### config.mk
export PLATFORM = sky130hd
export DESIGN_NAME = arp_ctrl_flat
export DESIGN_NICKNAME = d
export VERILOG_FILES = /design/src/rtl/arp_ctrl_if.sv /design/src/rtl/arp_ctrl.sv /design/src/flat_wrapper.sv
export SDC_FILE = /design/constraint.sdc
export NUM_CORES = 1
export LEC_CHECK = 0
export CAP_MARGIN = 20
export CORE_UTILIZATION = 40
export CTS_BUF_LIST = sky130_fd_sc_hd__clkbuf_4
export CTS_CLUSTER_SIZE = 8
export DETAILED_ROUTE_END_ITERATION = 8
export PLACE_DENSITY = 0.74
export SLEW_MARGIN = 20
export SYNTH_ARGS = -nofsm -noshare
export SYNTH_HDL_FRONTEND = slang
export SYNTH_SLANG_ARGS = --single-unit
### constraint.sdc
create_clock -name clk -period 2.11 [get_ports clk]
set_clock_uncertainty 0.2 [all_clocks]
set_input_delay 0.633 -clock clk [delete_from_list [all_inputs] [get_ports clk]]
set_output_delay 0.633 -clock clk [all_outputs]
set_load 0.01 [all_outputs]
### src/rtl/arp_ctrl_if.sv
// arp_ctrl_if: receive/request events in, transmit control and resolution status out.
// The controller binds to slave, the stimulus side to master.
interface arp_ctrl_if;
    logic        arp_rx_done;
    logic        arp_rx_type;
    logic [47:0] src_mac;
    logic [31:0] src_ip;
    logic        req_start;
    logic [31:0] req_ip;
    logic        tx_done;
    logic        arp_tx_en;
    logic        arp_tx_type;
    logic [47:0] des_mac;
    logic [31:0] des_ip;
    logic        busy;
    logic        resolved;
    logic [47:0] resolved_mac;
    logic        resolve_fail;

    modport master (
        output arp_rx_done, arp_rx_type, src_mac, src_ip,
        output req_start, req_ip, tx_done,
        input  arp_tx_en, arp_tx_type, des_mac, des_ip,
        input  busy, resolved, resolved_mac, resolve_fail
    );

    modport slave (
        input  arp_rx_done, arp_rx_type, src_mac, src_ip,
        input  req_start, req_ip, tx_done,
        output arp_tx_en, arp_tx_type, des_mac, des_ip,
        output busy, resolved, resolved_mac, resolve_fail
    );
endinterface

### src/rtl/arp_ctrl.sv
// arp_ctrl: ARP transmit scheduler (reply/request arbitration, retries, resolution).
// Define ARP_CTRL_GRATUITOUS_EN to queue one gratuitous request after reset.
module arp_ctrl #(
    parameter logic [31:0] BOARD_IP     = 32'hC0_A8_00_02,
    parameter int          RETRY_CYCLES = 125_000_000,
    parameter int          MAX_TRY      = 3
) (
    input  logic      clk,
    input  logic      rst,
    arp_ctrl_if.slave bus
);

`ifdef ARP_CTRL_GRATUITOUS_EN
    localparam logic GRAT_EN = 1'b1;
`else
    localparam logic GRAT_EN = 1'b0;
`endif

    localparam int TW = (RETRY_CYCLES > 1) ? $clog2(RETRY_CYCLES) : 1;
    localparam logic [TW-1:0] TMR_MAX = TW'(RETRY_CYCLES - 1);
    localparam logic [3:0]    MAXT    = 4'(MAX_TRY);
    localparam logic [47:0]   BCAST   = {48{1'b1}};

    typedef enum logic [1:0] {
        S_IDLE,
        S_LAUNCH,
        S_WAIT_DONE
    } state_t;

    state_t      r_state;
    logic        r_launch_cnt;

    logic        r_rx_done;
    logic        r_rx_type;
    logic [47:0] r_src_mac;
    logic [31:0] r_src_ip;
    logic        r_req_start;
    logic [31:0] r_req_ip;

    logic        r_reply_pend;
    logic [47:0] r_reply_mac;
    logic [31:0] r_reply_ip;
    logic        r_req_pend;
    logic        r_req_active;
    logic [31:0] r_tgt_ip;
    logic [3:0]  r_try_cnt;
    logic [TW-1:0] r_tmr;
    logic        r_grat_arm;
    logic        r_grat_pend;

    logic        r_tx_en;
    logic        r_tx_type;
    logic [47:0] r_des_mac;
    logic [31:0] r_des_ip;
    logic        r_busy;
    logic        r_resolved;
    logic [47:0] r_resolved_mac;
    logic        r_resolve_fail;

    logic w_idle;
    logic w_rx_req;
    logic w_rx_match;
    logic w_tmr_run;
    logic w_tmr_exp;
    logic w_ld_reply;
    logic w_ld_req;
    logic w_ld_grat;

    assign w_idle     = (r_state == S_IDLE);
    assign w_rx_req   = r_rx_done & ~r_rx_type;
    // A req_start in the same cycle retargets, so the reply is stale.
    assign w_rx_match = r_rx_done & r_rx_type & r_req_active
                      & ~r_req_start & (r_src_ip == r_tgt_ip);
    assign w_tmr_run  = r_req_active & ~r_req_pend & (r_state != S_LAUNCH);
    assign w_tmr_exp  = w_tmr_run & (r_tmr == TMR_MAX);
    assign w_ld_reply = w_idle & r_reply_pend;
    assign w_ld_req   = w_idle & ~r_reply_pend & r_req_pend;
    assign w_ld_grat  = w_idle & ~r_reply_pend & ~r_req_pend & r_grat_pend;

    always_ff @(posedge clk) begin
        if (rst) begin
            r_state        <= S_IDLE;
            r_launch_cnt   <= 1'b0;
            r_rx_done      <= 1'b0;
            r_rx_type      <= 1'b0;
            r_src_mac      <= '0;
            r_src_ip       <= '0;
            r_req_start    <= 1'b0;
            r_req_ip       <= '0;
            r_reply_pend   <= 1'b0;
            r_reply_mac    <= '0;
            r_reply_ip     <= '0;
            r_req_pend     <= 1'b0;
            r_req_active   <= 1'b0;
            r_tgt_ip       <= '0;
            r_try_cnt      <= '0;
            r_tmr          <= '0;
            r_grat_arm     <= GRAT_EN;
            r_grat_pend    <= 1'b0;
            r_tx_en        <= 1'b0;
            r_tx_type      <= 1'b0;
            r_des_mac      <= '0;
            r_des_ip       <= '0;
            r_busy         <= 1'b0;
            r_resolved     <= 1'b0;
            r_resolved_mac <= '0;
            r_resolve_fail <= 1'b0;
        end else begin
            r_rx_done      <= bus.arp_rx_done;
            r_rx_type      <= bus.arp_rx_type;
            r_src_mac      <= bus.src_mac;
            r_src_ip       <= bus.src_ip;
            r_req_start    <= bus.req_start;
            r_req_ip       <= bus.req_ip;
            r_resolve_fail <= 1'b0;
            r_grat_arm     <= 1'b0;

            if (r_grat_arm)
                r_grat_pend <= 1'b1;

            unique case (r_state)
                S_IDLE: begin
                    unique case (1'b1)
                        w_ld_reply: begin
                            r_des_mac    <= r_reply_mac;
                            r_des_ip     <= r_reply_ip;
                            r_tx_type    <= 1'b1;
                            r_reply_pend <= 1'b0;
                        end
                        w_ld_req: begin
                            r_des_mac  <= BCAST;
                            r_des_ip   <= r_tgt_ip;
                            r_tx_type  <= 1'b0;
                            r_req_pend <= 1'b0;
                            r_try_cnt  <= r_try_cnt + 4'd1;
                        end
                        w_ld_grat: begin
                            r_des_mac   <= BCAST;
                            r_des_ip    <= BOARD_IP;
                            r_tx_type   <= 1'b0;
                            r_grat_pend <= 1'b0;
                        end
                        default: ;
                    endcase
                    if (w_ld_reply | w_ld_req | w_ld_grat) begin
                        r_state      <= S_LAUNCH;
                        r_tx_en      <= 1'b1;
                        r_busy       <= 1'b1;
                        r_launch_cnt <= 1'b0;
                    end
                end
                S_LAUNCH: begin
                    if (r_launch_cnt) begin
                        r_tx_en <= 1'b0;
                        r_state <= S_WAIT_DONE;
                    end else begin
                        r_launch_cnt <= 1'b1;
                    end
                end
                S_WAIT_DONE: begin
                    if (bus.tx_done) begin
                        r_state <= S_IDLE;
                        r_busy  <= 1'b0;
                    end
                end
                default: r_state <= S_IDLE;
            endcase

            // Latest requester wins; a new arrival survives a same-cycle load.
            if (w_rx_req) begin
                r_reply_pend <= 1'b1;
                r_reply_mac  <= r_src_mac;
                r_reply_ip   <= r_src_ip;
            end

            if (w_tmr_exp)
                r_tmr <= '0;
            else if (w_tmr_run)
                r_tmr <= r_tmr + 1'b1;

            if (w_tmr_exp && !w_rx_match) begin
                if (r_try_cnt < MAXT) begin
                    r_req_pend <= 1'b1;
                end else begin
                    r_resolve_fail <= 1'b1;
                    r_req_active   <= 1'b0;
                end
            end

            if (w_rx_match) begin
                r_resolved     <= 1'b1;
                r_resolved_mac <= r_src_mac;
                r_req_active   <= 1'b0;
                r_req_pend     <= 1'b0;
            end

            if (r_req_start) begin
                r_tgt_ip       <= r_req_ip;
                r_resolved     <= 1'b0;
                r_resolved_mac <= '0;
                r_try_cnt      <= '0;
                r_tmr          <= '0;
                r_req_active   <= 1'b1;
                r_req_pend     <= 1'b1;
            end
        end
    end

    assign bus.arp_tx_en    = r_tx_en;
    assign bus.arp_tx_type  = r_tx_type;
    assign bus.des_mac      = r_des_mac;
    assign bus.des_ip       = r_des_ip;
    assign bus.busy         = r_busy;
    assign bus.resolved     = r_resolved;
    assign bus.resolved_mac = r_resolved_mac;
    assign bus.resolve_fail = r_resolve_fail;

endmodule

### src/flat_wrapper.sv
// flat-port wrapper written by rule: the top's interface ports become plain ports
module arp_ctrl_flat 
#(
    parameter logic [31:0] BOARD_IP     = 32'hC0_A8_00_02,
    parameter int          RETRY_CYCLES = 125_000_000,
    parameter int          MAX_TRY      = 3
)
  (clk, rst, bus_arp_rx_done, bus_arp_rx_type, bus_src_mac, bus_src_ip, bus_req_start, bus_req_ip, bus_tx_done, bus_arp_tx_en, bus_arp_tx_type, bus_des_mac, bus_des_ip, bus_busy, bus_resolved, bus_resolved_mac, bus_resolve_fail);
  arp_ctrl_if bus_i ();
  input  logic clk;
  input  logic rst;
  input wire logic [$bits(bus_i.arp_rx_done)-1:0] bus_arp_rx_done;
  input wire logic [$bits(bus_i.arp_rx_type)-1:0] bus_arp_rx_type;
  input wire logic [$bits(bus_i.src_mac)-1:0] bus_src_mac;
  input wire logic [$bits(bus_i.src_ip)-1:0] bus_src_ip;
  input wire logic [$bits(bus_i.req_start)-1:0] bus_req_start;
  input wire logic [$bits(bus_i.req_ip)-1:0] bus_req_ip;
  input wire logic [$bits(bus_i.tx_done)-1:0] bus_tx_done;
  output wire logic [$bits(bus_i.arp_tx_en)-1:0] bus_arp_tx_en;
  output wire logic [$bits(bus_i.arp_tx_type)-1:0] bus_arp_tx_type;
  output wire logic [$bits(bus_i.des_mac)-1:0] bus_des_mac;
  output wire logic [$bits(bus_i.des_ip)-1:0] bus_des_ip;
  output wire logic [$bits(bus_i.busy)-1:0] bus_busy;
  output wire logic [$bits(bus_i.resolved)-1:0] bus_resolved;
  output wire logic [$bits(bus_i.resolved_mac)-1:0] bus_resolved_mac;
  output wire logic [$bits(bus_i.resolve_fail)-1:0] bus_resolve_fail;
  assign bus_i.arp_rx_done = bus_arp_rx_done;
  assign bus_i.arp_rx_type = bus_arp_rx_type;
  assign bus_i.src_mac = bus_src_mac;
  assign bus_i.src_ip = bus_src_ip;
  assign bus_i.req_start = bus_req_start;
  assign bus_i.req_ip = bus_req_ip;
  assign bus_i.tx_done = bus_tx_done;
  assign bus_arp_tx_en = bus_i.arp_tx_en;
  assign bus_arp_tx_type = bus_i.arp_tx_type;
  assign bus_des_mac = bus_i.des_mac;
  assign bus_des_ip = bus_i.des_ip;
  assign bus_busy = bus_i.busy;
  assign bus_resolved = bus_i.resolved;
  assign bus_resolved_mac = bus_i.resolved_mac;
  assign bus_resolve_fail = bus_i.resolve_fail;
  arp_ctrl #(.BOARD_IP(BOARD_IP), .RETRY_CYCLES(RETRY_CYCLES), .MAX_TRY(MAX_TRY)) u_core (.clk(clk), .rst(rst), .bus(bus_i));
endmodule
==> metrics.md, run 1 <==
| Metric | Value |
|---|---|
| Clock Tree Root | `clkbuf_4` |
| Pwr Total | `16.0 mW` |
| Fin Setup TNS | `-1.29 ns` |
| CTS tree | `built` |
| Chip Width | `191 microns` |
| Global Route Usage Sum | `0.212` |
| Synth Register Bits | `397` |
| NumNets Final | `slightly below 2,000` |
| Mapped Avg Cell Area | `between 9 and 10 sq um` |
| Largest net degree at the start of global routing | `130` |
| Failing checks | `setup timing` |
| Crit-path max FO | `8` |
| Via Count | `~12,000` |
| Syn Nets | `1,640` |
| Layout area overhead | `33.8%` |
| Placer Congestion | `~0.8` |
| Dpl hpwl | `between 20,000 and 30,000 microns` |
| Status | `complete, but fails checks` |
| Post-synth EDFFs | `0` |
| Finish-stage setup viols | `~40` |
| Synth Warn # | `0` |
| Worst hold path depth | `2` |
| Die area | `about 36,000 sq um` |
| Post-synth ARST share | `0` |
| Layout cells sized above 1 | `0.272` |
| Period Utilization, post-route | `1.03` |
| Antenna violations before repair | `3` |
| Final wirelength | `just over 40,000 microns` |
| CP endpoint kind | `register` |
| CP cell instances | `xor2_4 -> nor4_4 -> nand4_1 -> buf_4 -> clkbuf_16 -> o31ai_2 -> a21oi_1` |
| Via density | `5.14` |
| Fin. max-slew vios | `0` |
| Routed Antenna Nets | `0` |
| Reg2Reg Depth | `7` |
| Synth unique cells | `between 40 and 50` |
| Hold Fails Final Rpt | `0` |
| Critical Path Source Type | `register` |
| Placed cell areas | `17,600 sq um` |
| Crit path DAT | `between 2 and 3 ns` |
| # IOs | `roughly 250` |
| Setup Crit Path Kind | `register to register` |
| RSZ-0062 raised after global routing | `yes` |
| DR DRC count | `0` |
| Worst Hold End | `u_core.r_reply_mac[2]$_SDFFE_PP0P_` |
| Clk sink count | `around 400` |
| Worst r2r dst | `u_core.bus.resolved_mac[9]$_SDFFE_PP0P_` |
| Port bufs | `between 200 and 300` |
| Starting Density | `0.410` |
| First-pass DRT Iterations | `5` |
| Clk slew on worst S/H paths | `0.07 ns` |
| Post-route cell area | `between 15,000 and 20,000 sq um` |
| Clk Latency, worst-skew pair | `0.75 ns` |
| Worst ir drop on vdd | `roughly 0.44 mV` |
| DR iter-0 viols | `around 670` |
| Max Fclk | `around 460 MHz` |
| Die Height | `~190 microns` |
| Post-Synthesis Cells | `~1,500` |
| Setup WS post-layout | `-0.0736 ns` |
| Vias in the first global route | `11,900` |
| Predominant post-synthesis flop cell | `dfxtp_1` |
| Cell Area, Synth | `14,300 sq um` |
| Minimum clock period | `2.18 ns` |
| Rel. slew slack | `0.568` |
| Overflow after GRT | `0` |
| Final core occ | `0.548` |
| Worst R2R Start | `u_core.r_tgt_ip[25]$_SDFFE_PP0P_` |
| Least-Margin Pin Slew | `~0.65 ns` |
| Rows | `68` |
| Post-synthesis sequential area ratio | `0.558` |
| Cell at the slowest stage of the critical path | `dfxtp_4` |
| Place WS | `-0.146 ns` |
| Number of fill cells | `3,039` |
| Reg2reg setup slack | `-0.07 ns` |
| Critical Path Max Stage Delay | `approximately 0.37 ns` |
| Leak Pwr | `7.33 nW` |
| CTS H-Tree Depth | `3` |
| MaxCap Viol Count | `0` |
| TritonCTS Buffers | `100` |
| Worst Hold Launch | `u_core.r_src_mac[2]$_SDFF_PP0_` |
| Hold Path Class | `register to register` |
| Core area | `34,800 sq um` |
| Routed length per instance | `between 15 and 20 microns` |
| First-pass GRT wire length | `61,600 microns` |
| Critical Path RT | `~2.5 ns` |
| Clock Path Buffers | `3` |
| Power Dens Cells | `837 nW/um^2` |
-- per-layer routing --
metal / up-vias / track usage / routed length [microns]
met1: 5797 / 0.258 / 17300
li1: 5924 / - / -
met3: 90 / 0.0449 / 1970
met4: 0 / 0.0951 / 1310
met2: 359 / 0.359 / 19700
met5: - / 0 / 0
-- timing repair --
item,CTS,global route
hold buffers,1,0
gates cloned,0,2
resized for setup,651,79
hold endpoints to repair,3,0
setup endpoints to repair,168,89
pin swaps,0,12
buffers inserted,7,12
-- report_power, final --
part / internal [mW] / switching [mW]
registers: 7.86 / 0.226
logic: 0.766 / 0.861
clock network: 3.22 / 3.03
-- through the flow --
stage	instances	hold slack (ns)
2_1_floorplan	1520	0.232
3_3_place_gp	2166	0.241
3_5_place_dp	2166	0.246
4_1_cts	2350	0.169
5_1_grt	2366	0.198
6_report	2367	0.232
-- state kept, by name, summed over array words and instances (netlist names), 2 cells and up --
register	cells
u_core.bus.des_ip	32
u_core.r_try_cnt	4
u_core.r_state	2
u_core.r_tgt_ip	32
u_core.r_tmr	27
u_core.bus.resolved_mac	48
u_core.r_reply_mac	48
u_core.bus.des_mac	48
u_core.r_req_ip	32
u_core.r_src_ip	32
u_core.r_reply_ip	32
u_core.r_src_mac	48
-- layout make-up --
class / instances / area (sq um) / share of cell area
Clock inverter: 34 / 173 / 0.00905
Sequential cell: 397 / 8080 / 0.423
Multi-Input combinational cell: 987 / 6070 / 0.318
Timing Repair Buffer: 337 / 3070 / 0.161
Clock buffer: 142 / 1070 / 0.0559
Antenna cell: 3 / 7.51 / 0.000394
Tap cell: 455 / 569 / 0.0298
Inverter: 12 / 45.0 / 0.00236
-- kinds of logic (layout without fill, tap and decap cells) --
logic type,count (synthesis),count (layout),synth area share
fa+ha+maj,2,2,0.00176
mux,66,66,0.0463
other cells,0,3,0
simple gates,580,580,0.200
flops,397,397,0.558
xor+xnor,57,57,0.0350
buf+inv,136,525,0.0398
compound gates,282,282,0.120
-- critical path: cells and delay by family, from the launching register on --
family,cells,cell delay [ns]
AND/OR/NAND/NOR,2,0.58
buffers and inverters,2,0.41
flip-flops,1,0.37
AO/OA/AOI/OAI,2,0.29
XOR/XNOR,1,0.20
-- cell usage in the layout, fill, tap and decap left out, types with 4 or more instances in the layout --
cell,synthesis,layout
nor4_2,3,7
nor3_1,20,19
nor2_1,151,151
o31ai_1,49,19
and4_1,5,4
inv_1,12,12
buf_2,21,87
dfxtp_4,0,5
xor2_1,34,31
nor4_1,17,9
clkinv_2,0,5
buf_4,2,73
a21oi_1,137,137
nand2_1,173,172
clkinv_1,0,24
o22ai_1,48,48
clkdlybuf4s50_1,0,116
clkbuf_4,0,142
buf_6,3,33
dfxtp_1,397,304
nand3_1,7,7
nor2b_1,117,116
nor4_4,0,4
a211oi_1,32,32
nand4_1,61,61
dfxtp_2,0,88
mux2i_1,66,66
xnor2_1,23,23
o21ai_0,7,7
o31ai_2,0,28
buf_12,0,24
-- synthesized netlist by cell type (12+ instances only) --
library cell | count | area (sq um)
a211oi_1 | 32 | 240
a21oi_1 | 137 | 686
buf_2 | 21 | 105
clkbuf_1 | 95 | 357
dfxtp_1 | 397 | 7950
inv_1 | 12 | 45.0
mux2i_1 | 66 | 661
nand2_1 | 173 | 649
nand4_1 | 61 | 382
nor2_1 | 151 | 567
nor2b_1 | 117 | 732
nor3_1 | 20 | 100
nor4_1 | 17 | 106
o22ai_1 | 48 | 300
o31ai_1 | 49 | 368
xnor2_1 | 23 | 201
xor2_1 | 34 | 298
-- worst max path at each step --
stage,start,end
final,u_core.r_tgt_ip[25]$_SDFFE_PP0P_,u_core.bus.resolved_mac[9]$_SDFFE_PP0P_
after floorplan,u_core.r_tmr[10]$_SDFFE_PP0P_,u_core.r_tmr[25]$_SDFFE_PP0P_
after global routing,u_core.r_src_ip[15]$_SDFF_PP0_,u_core.bus.resolved_mac[9]$_SDFFE_PP0P_
after global placement,u_core.r_tgt_ip[23]$_SDFFE_PP0P_,u_core.bus.resolved_mac[34]$_SDFFE_PP0P_
after CTS,u_core.r_tgt_ip[19]$_SDFFE_PP0P_,u_core.bus.resolved_mac[19]$_SDFFE_PP0P_
after detailed placement,u_core.r_tgt_ip[19]$_SDFFE_PP0P_,u_core.bus.resolved_mac[12]$_SDFFE_PP0P_
(Power assumes the default switching activity.)
==> inputs of run 2 (changes only) <==
Settings changed: PLACE_DENSITY 0.74 to 0.75, SLEW_MARGIN 20 to not set.
Clock period 2.11 ns to 1.8 ns, I/O delays scaled along.
==> run 2 against run 1 <==
The run still ends with setup timing left. Maximum frequency shrank 1.4%. Register-to-register slack lost 0.34 ns. Die area is the same. Wire length grew 16%. First-iteration DRC count grew 25%. Sequential share of layout area shrank 4.6 points. Global-route usage grew 0.79 points. Hold slack lost 0.14 ns. Non-clock buffer count grew 145. Final cell count grew 5.8%. Final area grew 13%.
==> metrics.md, run 2 (synthesis results as in run 1) <==
| Metric | Value |
|---|---|
| GRT met3 Usage | `0.0510 (+0.00607)` |
| Worst ir drop on vdd | `0.503 mV (+13%)` |
| Routed length per instance | `18.7 microns (+10%)` |
| Internal power | `14.3 mW (+20%)` |
| Number of fill cells | `2,701 (-11%)` |
| MaxCap Viol Count | `0 (unchanged)` |
| Switching portion of total power | `0.264 (+0.00596)` |
| Setup WS post-layout | `-0.414 ns (-0.341 ns)` |
| CP bufs+invs | `2 (unchanged)` |
| Via density | `5.25 (+2.2%)` |
| # hold bufs at CTS | `0 (-1)` |
| Placed insts | `2,234 (+3.1%)` |
| Die Height | `191 microns (unchanged)` |
| DR iter-0 viols | `841 (+25%)` |
| Least-Margin Pin Slew | `0.672 ns (+0.0241 ns)` |
| Rel. slew slack | `0.552 (-0.0160)` |
| Starting Density | `0.410 (unchanged)` |
| GRT met2 Usage | `0.355 (-0.00376)` |
| NetSw | `5.11 mW (+24%)` |
| NumNets Final | `2,098 (+7.3%)` |
| Cell at the slowest stage of the critical path | `nor4_2` |
| Multi-input logic area | `6540 sq um (+7.8%)` |
| Layout Cells excl Fill | `2,504 (+5.8%)` |
| CP cell instances | `xor2_2 -> nor4_2 -> buf_4 -> and4_4 -> clkbuf_16 -> nand4_1 -> a21oi_1` |
| First-pass GRT wire length | `63,600 microns (+3.4%)` |
| Global Route Usage Sum | `0.220 (+0.00789)` |
| Minimum clock period | `2.21 ns (+0.0308 ns)` |
| Max Fclk | `452 MHz (-1.4%)` |
| Layout area overhead | `51.3%` |
| Setup Crit Path Kind | `register to register` |
| Finish-stage setup viols | `214 (+420%)` |
| Commonest non-fill, non-tap cell in the layout | `dfxtp_1` |
| Storage element area | `8140 sq um (+0.74%)` |
| Chip Width | `191 microns (unchanged)` |
| Critical Path RT | `2.26 ns (-0.21 ns)` |
| Met1 Usage GRT | `0.269 (+0.0113)` |
| Clk sink count | `397 (unchanged)` |
| Vias in the first global route | `12,300 (+4.0%)` |
| Gr busiest metal | `met2` |
| Power Dens Cells | `898 nW/um^2 (+7.3%)` |
| Critical Path Max Stage Delay | `0.35 ns (-0.02 ns)` |
| Placer Congestion | `0.810 (+1.8%)` |
| CP endpoint kind | `register` |
| Layout cells sized above 1 | `0.379 (+0.107)` |
| TritonCTS Buffers | `98 (-2.0%)` |
| Most frequent cells in the layout | `dfxtp_1 (256), nand2_1 (172), buf_4 (165), buf_6 (156), clkbuf_4 (137)` |
| DR DRC count | `0 (unchanged)` |
| Failing checks | `setup timing` |
| Crit path DAT | `2.68 ns (+0.13 ns)` |
| Routed Antenna Nets | `0 (unchanged)` |
| Clock share of power | `0.373 (-0.019)` |
| Crit-path max FO | `12 (+4)` |
| Critical Path Source Type | `register` |
| Period Utilization, post-route | `1.23 (+0.195)` |
| RSZ-0062 raised after global routing | `yes` |
| Clk Latency, worst-skew pair | `0.78 ns (+0.03 ns)` |
| Largest net degree at the start of global routing | `134 (+3.1%)` |
| Via Count | `13,200 (+8.1%)` |
| Hold Fails Final Rpt | `0 (unchanged)` |
| Dpl hpwl | `26,500 microns (+1.3%)` |
| Final core occ | `0.620 (+0.0716)` |
| Port bufs | `250 (unchanged)` |
| Reg2reg setup slack | `-0.41 ns (-0.34 ns)` |
| Crit path launch | `u_core.r_src_ip[2]$_SDFF_PP0_` |
| Worst R2R Start | `u_core.r_src_ip[2]$_SDFF_PP0_` |
| # IOs | `251 (unchanged)` |
| Core area | `34,800 sq um (unchanged)` |
| Leak Pwr | `8.30 nW (+13%)` |
| Clk slew on worst S/H paths | `0.07 ns (about the same)` |
| Comb pwr share | `0.136 (+0.034)` |
| Overflow after GRT | `0 (unchanged)` |
| Antenna violations before repair | `5 (+2)` |
| Clock Path Buffers | `3 (unchanged)` |
| Reg power frac | `0.492 (-0.014)` |
| CTS H-Tree Depth | `3 (unchanged)` |
| Die area | `36,400 sq um (unchanged)` |
| Fin. max-slew vios | `0 (unchanged)` |
| CTS tree | `built` |
| Worst Hold Launch | `rst` |
| Final hold slack | `0.0939 ns (-0.138 ns)` |
| First-pass DRT Iterations | `7 (+2)` |
| Critical path's top delay family | `simple AND/OR/NAND/NOR gates` |
| Status | `complete, but fails checks` |
| Rows | `68 (unchanged)` |
| Final wirelength | `46,900 microns (+16%)` |
| Hold Path Class | `input pin to register` |
| Clock Tree Root | `clkbuf_4` |
run 2: tightest hold or removal path, delay by kind of cell:
| kind | cells | cell delay, ns |
|---|---|---|
| buf+inv | 3 | 0.40 |
| simple gates | 1 | 0.06 |
run 2: metal layers:
layer	share of wire	vias to the layer above
met2	0.48	502
met5	0	-
met1	0.41	6303
met4	0.040	0
met3	0.064	127
li1	-	6225
run 2: what timing repair did:
item	4_1_cts	5_1_grt
setup buffers	22	54
endpoints found under the hold margin	0	0
gates resized for setup	827	179
pin swaps	3	44
cloned	0	23
endpoints found under the setup margin	240	291
run 2: path summary, 6_finish.rpt:
path	to	depth (start not counted)
setup / recovery	u_core.bus.resolved_mac[19]$_SDFFE_PP0P_	7
hold / removal	u_core.r_rx_type$_SDFF_PP0_	4
setup reg to reg	u_core.bus.resolved_mac[19]$_SDFFE_PP0P_	7
hold reg to reg	u_core.r_reply_mac[36]$_SDFFE_PP0P_	2
run 2: power by group through the flow:
stage / logic (mW) / registers [mW] / clock network (mW)
3_3_place_gp: 2.08 / 9.62 / 0
6_report: 2.63 / 9.52 / 7.21
3_5_place_dp: 2.12 / 9.63 / 0
2_1_floorplan: 0.895 / 9.65 / 0
4_1_cts: 2.23 / 9.50 / 7.34
5_1_grt: 2.80 / 9.54 / 7.84
run 2: area by class of cell:
type	count	share of cell area
antenna	5	0.000580
clock buffer	137	0.0477
clock inverter	29	0.00679
inverter	12	0.00209
multi-input combinational	987	0.303
sequential	397	0.377
tap	455	0.0264
timing repair buffer	482	0.236
run 2: metrics by stage:
step	area, sq um	TNS (ns)	setup WS [ns]	total power [mW]
2_1_floorplan	14300	-2.87	-0.0876	10.5
3_3_place_gp	18100	-15.67	-0.280	11.7
3_5_place_dp	18100	-20.45	-0.316	11.8
4_1_cts	19900	-47.53	-0.325	19.1
5_1_grt	21600	-58.19	-0.502	20.2
6_report	21600	-42.37	-0.414	19.4
